===== src/rtl/vga_timing_pkg.sv =====
// rtl/vga_timing_pkg.sv - VGA mode constants and coordinate width shared by the timing generator
package vga_timing_pkg;

  localparam int COORD_W = 11;

  // 640x480@60, pixel rate 25.175 MHz
  localparam int          M640_H_ACTIVE = 640;
  localparam int          M640_H_FP     = 16;
  localparam int          M640_H_SYNC   = 96;
  localparam int          M640_H_BP     = 48;
  localparam int          M640_V_ACTIVE = 480;
  localparam int          M640_V_FP     = 10;
  localparam int          M640_V_SYNC   = 2;
  localparam int          M640_V_BP     = 33;
  localparam logic        M640_HS_POL   = 1'b0;
  localparam logic        M640_VS_POL   = 1'b0;
  localparam int unsigned M640_STB_INC  = 16499;

  // 1024x768@60, pixel rate 65.0 MHz
  localparam int          M1024_H_ACTIVE = 1024;
  localparam int          M1024_H_FP     = 24;
  localparam int          M1024_H_SYNC   = 136;
  localparam int          M1024_H_BP     = 160;
  localparam int          M1024_V_ACTIVE = 768;
  localparam int          M1024_V_FP     = 3;
  localparam int          M1024_V_SYNC   = 6;
  localparam int          M1024_V_BP     = 29;
  localparam logic        M1024_HS_POL   = 1'b0;
  localparam logic        M1024_VS_POL   = 1'b0;
  localparam int unsigned M1024_STB_INC  = 42598;

endpackage


===== src/rtl/pix_stb_gen.sv =====
// rtl/pix_stb_gen.sv - fractional pixel strobe from a phase accumulator
module pix_stb_gen #(
  parameter int          ACC_W   = 16,
  parameter int unsigned STB_INC = 42598
) (
  input  logic i_clk,
  input  logic i_rst_n,
  output logic o_stb,
  output logic o_carry
);

  generate
    if (STB_INC < 1 || STB_INC > (2 ** ACC_W)) begin : g_bad_inc
      $error("pix_stb_gen: STB_INC out of range 1..2^ACC_W");
    end
  endgenerate

  localparam logic [ACC_W:0] INC = (ACC_W + 1)'(STB_INC);

  logic [ACC_W:0] acc;
  logic [ACC_W:0] acc_nxt;

  assign acc_nxt = {1'b0, acc[ACC_W-1:0]} + INC;
  // o_carry is the carry being registered on this edge; the raster advances with it
  assign o_carry = acc_nxt[ACC_W];
  assign o_stb   = acc[ACC_W];

  always_ff @(posedge i_clk or negedge i_rst_n) begin
    if (!i_rst_n) begin
      acc <= '0;
    end else begin
      acc <= acc_nxt;
    end
  end

endmodule


===== src/rtl/vga_timing_gen.sv =====
// rtl/vga_timing_gen.sv - VGA raster timing generator; VGA_TIMING_FRAME_CNT_EN enables o_frame counting
module vga_timing_gen
  import vga_timing_pkg::*;
#(
  parameter int          H_ACTIVE = M1024_H_ACTIVE,
  parameter int          H_FP     = M1024_H_FP,
  parameter int          H_SYNC   = M1024_H_SYNC,
  parameter int          H_BP     = M1024_H_BP,
  parameter int          V_ACTIVE = M1024_V_ACTIVE,
  parameter int          V_FP     = M1024_V_FP,
  parameter int          V_SYNC   = M1024_V_SYNC,
  parameter int          V_BP     = M1024_V_BP,
  parameter logic        HS_POL   = M1024_HS_POL,
  parameter logic        VS_POL   = M1024_VS_POL,
  parameter int          ACC_W    = 16,
  parameter int unsigned STB_INC  = M1024_STB_INC
) (
  input  logic               i_clk,
  input  logic               i_rst_n,
  output logic               o_pix_stb,
  output logic               o_hs,
  output logic               o_vs,
  output logic               o_active,
  output logic               o_screenend,
  output logic               o_animate,
  output logic [COORD_W-1:0] o_x,
  output logic [COORD_W-1:0] o_y,
  output logic [15:0]        o_frame
);

  localparam int H_TOTAL = H_ACTIVE + H_FP + H_SYNC + H_BP;
  localparam int V_TOTAL = V_ACTIVE + V_FP + V_SYNC + V_BP;

  generate
    if (H_TOTAL > 2048 || V_TOTAL > 2048) begin : g_bad_mode
      $error("vga_timing_gen: H_TOTAL and V_TOTAL must not exceed 2048");
    end
  endgenerate

  localparam logic [COORD_W-1:0] H_LAST     = COORD_W'(H_TOTAL - 1);
  localparam logic [COORD_W-1:0] V_LAST     = COORD_W'(V_TOTAL - 1);
  localparam logic [COORD_W-1:0] H_ACT_LAST = COORD_W'(H_ACTIVE - 1);
  localparam logic [COORD_W-1:0] V_ACT_LAST = COORD_W'(V_ACTIVE - 1);
  localparam logic [COORD_W-1:0] HS_FIRST   = COORD_W'(H_ACTIVE + H_FP);
  localparam logic [COORD_W-1:0] HS_LAST    = COORD_W'(H_ACTIVE + H_FP + H_SYNC - 1);
  localparam logic [COORD_W-1:0] VS_FIRST   = COORD_W'(V_ACTIVE + V_FP);
  localparam logic [COORD_W-1:0] VS_LAST    = COORD_W'(V_ACTIVE + V_FP + V_SYNC - 1);

  logic               stb_carry;
  logic [COORD_W-1:0] h_nxt;
  logic [COORD_W-1:0] v_nxt;
  logic               end_nxt;
  logic               anim_nxt;

  pix_stb_gen #(
    .ACC_W   (ACC_W),
    .STB_INC (STB_INC)
  ) u_pix_stb_gen (
    .i_clk   (i_clk),
    .i_rst_n (i_rst_n),
    .o_stb   (o_pix_stb),
    .o_carry (stb_carry)
  );

  always_comb begin
    h_nxt = o_x + COORD_W'(1);
    v_nxt = o_y;
    if (o_x == H_LAST) begin
      h_nxt = '0;
      v_nxt = (o_y == V_LAST) ? '0 : o_y + COORD_W'(1);
    end
    end_nxt  = (h_nxt == H_LAST) && (v_nxt == V_LAST);
    anim_nxt = (h_nxt == H_ACT_LAST) && (v_nxt == V_ACT_LAST);
  end

  // Reset parks the raster on the last pixel so the first strobe lands on (0,0)
  always_ff @(posedge i_clk or negedge i_rst_n) begin
    if (!i_rst_n) begin
      o_x         <= H_LAST;
      o_y         <= V_LAST;
      o_active    <= 1'b0;
      o_hs        <= ~HS_POL;
      o_vs        <= ~VS_POL;
      o_screenend <= 1'b0;
      o_animate   <= 1'b0;
    end else if (stb_carry) begin
      o_x         <= h_nxt;
      o_y         <= v_nxt;
      o_active    <= (h_nxt <= H_ACT_LAST) && (v_nxt <= V_ACT_LAST);
      o_hs        <= (h_nxt >= HS_FIRST && h_nxt <= HS_LAST) ? HS_POL : ~HS_POL;
      o_vs        <= (v_nxt >= VS_FIRST && v_nxt <= VS_LAST) ? VS_POL : ~VS_POL;
      o_screenend <= end_nxt;
      o_animate   <= anim_nxt;
    end else begin
      o_screenend <= 1'b0;
      o_animate   <= 1'b0;
    end
  end

`ifdef VGA_TIMING_FRAME_CNT_EN
  always_ff @(posedge i_clk or negedge i_rst_n) begin
    if (!i_rst_n) begin
      o_frame <= '0;
    end else if (stb_carry && end_nxt) begin
      o_frame <= o_frame + 16'd1;
    end
  end
`else
  assign o_frame = '0;
`endif

endmodule


===== config.mk =====
export PLATFORM = sky130hd
export DESIGN_NAME = vga_timing_gen
export DESIGN_NICKNAME = d
export VERILOG_FILES = /design/src/rtl/vga_timing_pkg.sv /design/src/rtl/pix_stb_gen.sv /design/src/rtl/vga_timing_gen.sv
export SDC_FILE = /design/constraint.sdc
export NUM_CORES = 1
export LEC_CHECK = 0
export CAP_MARGIN = 20
export CORE_MARGIN = 2
export CORE_UTILIZATION = 49
export DETAILED_ROUTE_END_ITERATION = 10
export PLACE_DENSITY = 0.77
export SLEW_MARGIN = 20
export SYNTH_ARGS = -nofsm -noshare
export SYNTH_HDL_FRONTEND = slang
export SYNTH_SLANG_ARGS = --single-unit

===== constraint.sdc =====
create_clock -name i_clk -period 2.4 [get_ports i_clk]
set_clock_uncertainty 0.15 [all_clocks]
set_input_delay 0.6 -clock i_clk [delete_from_list [all_inputs] [get_ports i_clk]]
set_output_delay 0.6 -clock i_clk [all_outputs]
set_load 0.05 [all_outputs]

==> impl_results.rst, run 1 <==
.. list-table::
   :header-rows: 1

   * - Metric
     - Value
   * - Post-DRT Antenna Nets
     - 0
   * - Post-Synthesis Cell Area
     - around 2900 sq um
   * - Hold Slack
     - between 200 and 250 ps
   * - Async SR Flop Fraction
     - 100.0%
   * - Dominant synthesized flop cell
     - sky130_fd_sc_hd__dfrtp_1
   * - Global-route wire length before repair
     - between 10 and 15 mm
   * - Post-place setup slack
     - -130.0 ps
   * - Final Total Pwr
     - 0.001380 W
   * - Post-synth EDFFs
     - 0
   * - Max Root-Sink Buffers
     - 2
   * - Worst endpoint required time
     - 2440 ps
   * - Port Buffers
     - 29
   * - Yosys top cell by area
     - sky130_fd_sc_hd__dfrtp_1
   * - Run status
     - finished with violations
   * - Peak supply drop
     - about 0.21 mV
   * - Largest cells by area after synthesis
     - sky130_fd_sc_hd__dfrtp_1 (24%), sky130_fd_sc_hd__dfstp_2 (14%), sky130_fd_sc_hd__xnor2_1 (5.8%), sky130_fd_sc_hd__buf_4 (5.0%), sky130_fd_sc_hd__o21ai_0 (4.2%)
   * - Final Worst Setup Slack
     - -110.9 ps
   * - Portion of synthesized cell area occupied by the leading cell type
     - between 20 and 25%
   * - Worst-Margin Slew
     - approximately 530 ps
   * - Clock period minus final worst setup slack
     - around 2500 ps
   * - Most used standard cells in the synthesized netlist
     - sky130_fd_sc_hd__nand2_1 (29), sky130_fd_sc_hd__dfrtp_1 (28), sky130_fd_sc_hd__o21ai_0 (24)
   * - Most frequent cell after synthesis
     - sky130_fd_sc_hd__nand2_1
   * - Initial DRC count
     - 190
   * - Internal power
     - about 0.0010 W
   * - Period Utilization, post-route
     - 104.6%
   * - Core outline area
     - 5574 sq um
   * - Biggest fanout along the worst timing path
     - 5
   * - Number of optimization iterations in the first detailed-route pass
     - 7
   * - Antenna violations before repair
     - 0
   * - Area of all placed cells without fillers
     - ~3900 sq um
   * - Per-cell via count in the routed design
     - approximately 6
   * - Total setup violations reported at the end of the flow
     - 4
   * - Worst slew margin
     - 64.42%
   * - Synthesized area per cell
     - about 9 sq um
   * - Seq cells post-synth
     - 43
   * - Fraction of final layout cells sized beyond drive strength 1
     - roughly 34%
   * - Leakage dissipation
     - 1.710 nW
   * - Switching power total
     - around 0.00034 W
   * - Quantity of hold-fixing buffers added after cts
     - 0
   * - Ant diodes
     - 0
   * - Synthesized instance count
     - 326
   * - Crit-path max cell delay
     - approximately 640 ps
   * - MaxCap Viol Count
     - 0
   * - Gr usage total
     - a little under a quarter
   * - Clock-pin slew of the registers on the worst-case setup and hold paths
     - approximately 90 ps
   * - Crit start category
     - flop
   * - Reg power frac
     - between 50% and 60%
   * - Net count, final
     - 411
   * - Die height
     - approximately 80 um
   * - Count of pins over their slew limit
     - 0
   * - Effective utilization at floorplan
     - 51.36%
   * - Yosys warning total
     - 0
   * - Growth of design area from synthesis to finish
     - 35.62%
   * - Cell-by-cell trace of the critical path
     - ha_4 > and4_4 > nand4_4 > buf_12 > or4_4 > o211ai_4 > buf_6 > nor2b_1 > a32o_1
   * - Maximum number of pins on one net before global-route repair
     - 44
   * - Skew-Pair Late Insertion Delay
     - a little over 300 ps
   * - Xor/xnor share of the synthesized area
     - 7.343%
   * - Achievable clock frequency
     - approximately 400 MHz
   * - Combinational group share of total power
     - approximately 5.0%
   * - CTS tree
     - yes
   * - Mean routed wirelength per cell
     - roughly 16 um
   * - Num rows
     - 27
   * - Drc violations
     - 0
   * - Simple-gate share of the synthesized area
     - between 20% and 30%
   * - Arrival time of data at the critical path endpoint
     - 2550 ps
   * - Switching fraction of total power
     - about a quarter
   * - Sequential fraction of the synthesis area
     - a little under two fifths
   * - Compound-gate portion of the synthesized area
     - approximately 18%
   * - R2R depth
     - 9
   * - Clock H-tree levels
     - 2
   * - CTS Root Cell
     - sky130_fd_sc_hd__clkbuf_8
   * - Die area
     - around 6500 sq um
   * - X dimension of the die
     - slightly above 80 um
   * - Sum of negative setup slack
     - -348.2 ps
   * - Via count of the first global-routing pass
     - around 2600
   * - Final WL
     - 7.837 mm
   * - Pwr/cell area
     - around 360 nW/um^2
   * - Half-perimeter wire length of the detailed placement result
     - 5.267 mm
   * - Combinational family with the most area after synthesis
     - simple AND/OR/NAND/NOR gates
   * - Top-level I/O count
     - 46
   * - Clk sink count
     - 43
   * - TritonCTS buffer count
     - 5
   * - Crit end category
     - flop
   * - Final hold viol count
     - 0
   * - Adder-cell share of the synthesized area
     - around 2.2%
   * - Worst min path class
     - in2async
   * - Cell with the biggest individual delay on the critical path
     - sky130_fd_sc_hd__dfstp_4
   * - Type of the worst setup path
     - reg2reg
   * - R2R Setup Slk
     - -110 ps
   * - Unique cell type count in the Yosys netlist
     - 56
   * - Count of vias placed by the detailed router
     - 2787
   * - Clock network power share
     - a little over two fifths
   * - Portion of netlist area occupied by mux cells
     - 0%
   * - Placed Area
     - 3490 sq um
   * - Final weighted congestion of routability-driven global placement
     - 1.029
   * - Unrepaired setup endpoints after global routing
     - yes
   * - Total global routing overflow
     - 0
   * - Violated checks
     - setup timing
==> metal layers <==
metal,GRT usage [%],vias up,routed length [um]
li1,-,1306,-
met1,31.47,1333,3387
met2,39.33,126,3855
met3,3.820,22,432
met4,8.305,0,161
met5,0,-,0
==> flip-flops by register name (all words and copies together), names as in the netlist <==
| name | cells |
|---|---|
| o_active | 1 |
| o_animate | 1 |
| o_hs | 1 |
| o_screenend | 1 |
| o_vs | 1 |
| o_x | 11 |
| o_y | 11 |
| u_pix_stb_gen.acc | 16 |
==> through the flow <==
stage	util, %	cells
after CTS	66.42	471
after floorplan	-	341
after global routing	69.65	477
final	69.65	477
after detailed placement	62.60	457
after global placement	62.60	457
==> power groups by stage <==
stage / registers (W) / clock network (W) / logic, W
3_3_place_gp: 0.000738 / 0 / 0.0000704
4_1_cts: 0.000725 / 0.000599 / 0.0000706
3_5_place_dp: 0.000738 / 0 / 0.0000705
6_report: 0.000725 / 0.000586 / 0.0000697
2_1_floorplan: 0.000738 / 0 / 0.0000746
5_1_grt: 0.000725 / 0.000640 / 0.0000748
==> worst paths after layout <==
kind,from,to
worst min register to register,u_pix_stb_gen.acc[1],u_pix_stb_gen.acc[1]
worst min-delay path,i_rst_n,u_pix_stb_gen.acc[8]
worst max register to register,o_x[1],o_active
max in group asynchronous,i_rst_n,o_y[1]
worst max-delay path,o_x[1],o_active
min in group i_clk,u_pix_stb_gen.acc[1],u_pix_stb_gen.acc[1]
==> cell type report <==
type                            instances  area, sq um
Clock buffer                            5        68.82
Clock inverter                          3        43.79
Fill cell                             408         1692
Inverter                               13        48.80
Multi-Input combinational cell        250         1759
Sequential cell                        43         1107
Tap cell                               72        90.09
Timing Repair Buffer                   91        764.5
==> cells by family after synthesis <==
logic type               count (synthesis)
adder cells (fa/ha/maj)                  5
buffers and inverters                   48
XOR/XNOR                                24
other                                    1
AO/OA/AOI/OAI                           81
flip-flops                              43
AND/OR/NAND/NOR                        124
==> timing repair <==
action | CTS | global route
resized for setup | 15 | 23
endpoints found under the setup margin | 5 | 9
pin swaps | 10 | 13
setup buffers | 6 | 6
==> critical path, delay by kind of cell, from the launching register on <==
family,cells,cell delay [ps]
and+or+nand+nor,4,830
DFF,1,640
AOI/OAI and AO/OA,2,350
buffers and inverters,2,320
adders and majority gates,1,130
==> cell usage in the layout, fill, tap and decap left out, drive strengths merged, types with 6 or more instances in the layout <==
| cell | count |
|---|---|
| nand2 | 29 |
| nand3 | 14 |
| nor4 | 10 |
| dfstp | 15 |
| conb | 16 |
| nand4 | 7 |
| xnor2 | 19 |
| nor3 | 10 |
| dfrtp | 28 |
| a31oi | 6 |
| a21oi | 18 |
| buf | 82 |
| o21ai | 25 |
| inv | 12 |
| nor2 | 19 |
Note: power is estimated with default switching activity, not from simulation.
==> run 2, diff against run 1 <==
--- a/config.mk
+++ b/config.mk
@@ -10,7 +10,7 @@
 export CORE_UTILIZATION = 49
 export DETAILED_ROUTE_END_ITERATION = 10
 export PLACE_DENSITY = 0.77
-export SLEW_MARGIN = 20
+export SLEW_MARGIN = 30
 export SYNTH_ARGS = -nofsm -noshare
 export SYNTH_HDL_FRONTEND = slang
 export SYNTH_SLANG_ARGS = --single-unit
==> results of run 2 <==
The final DEF is identical to that of run 1; final timing and power are the same.
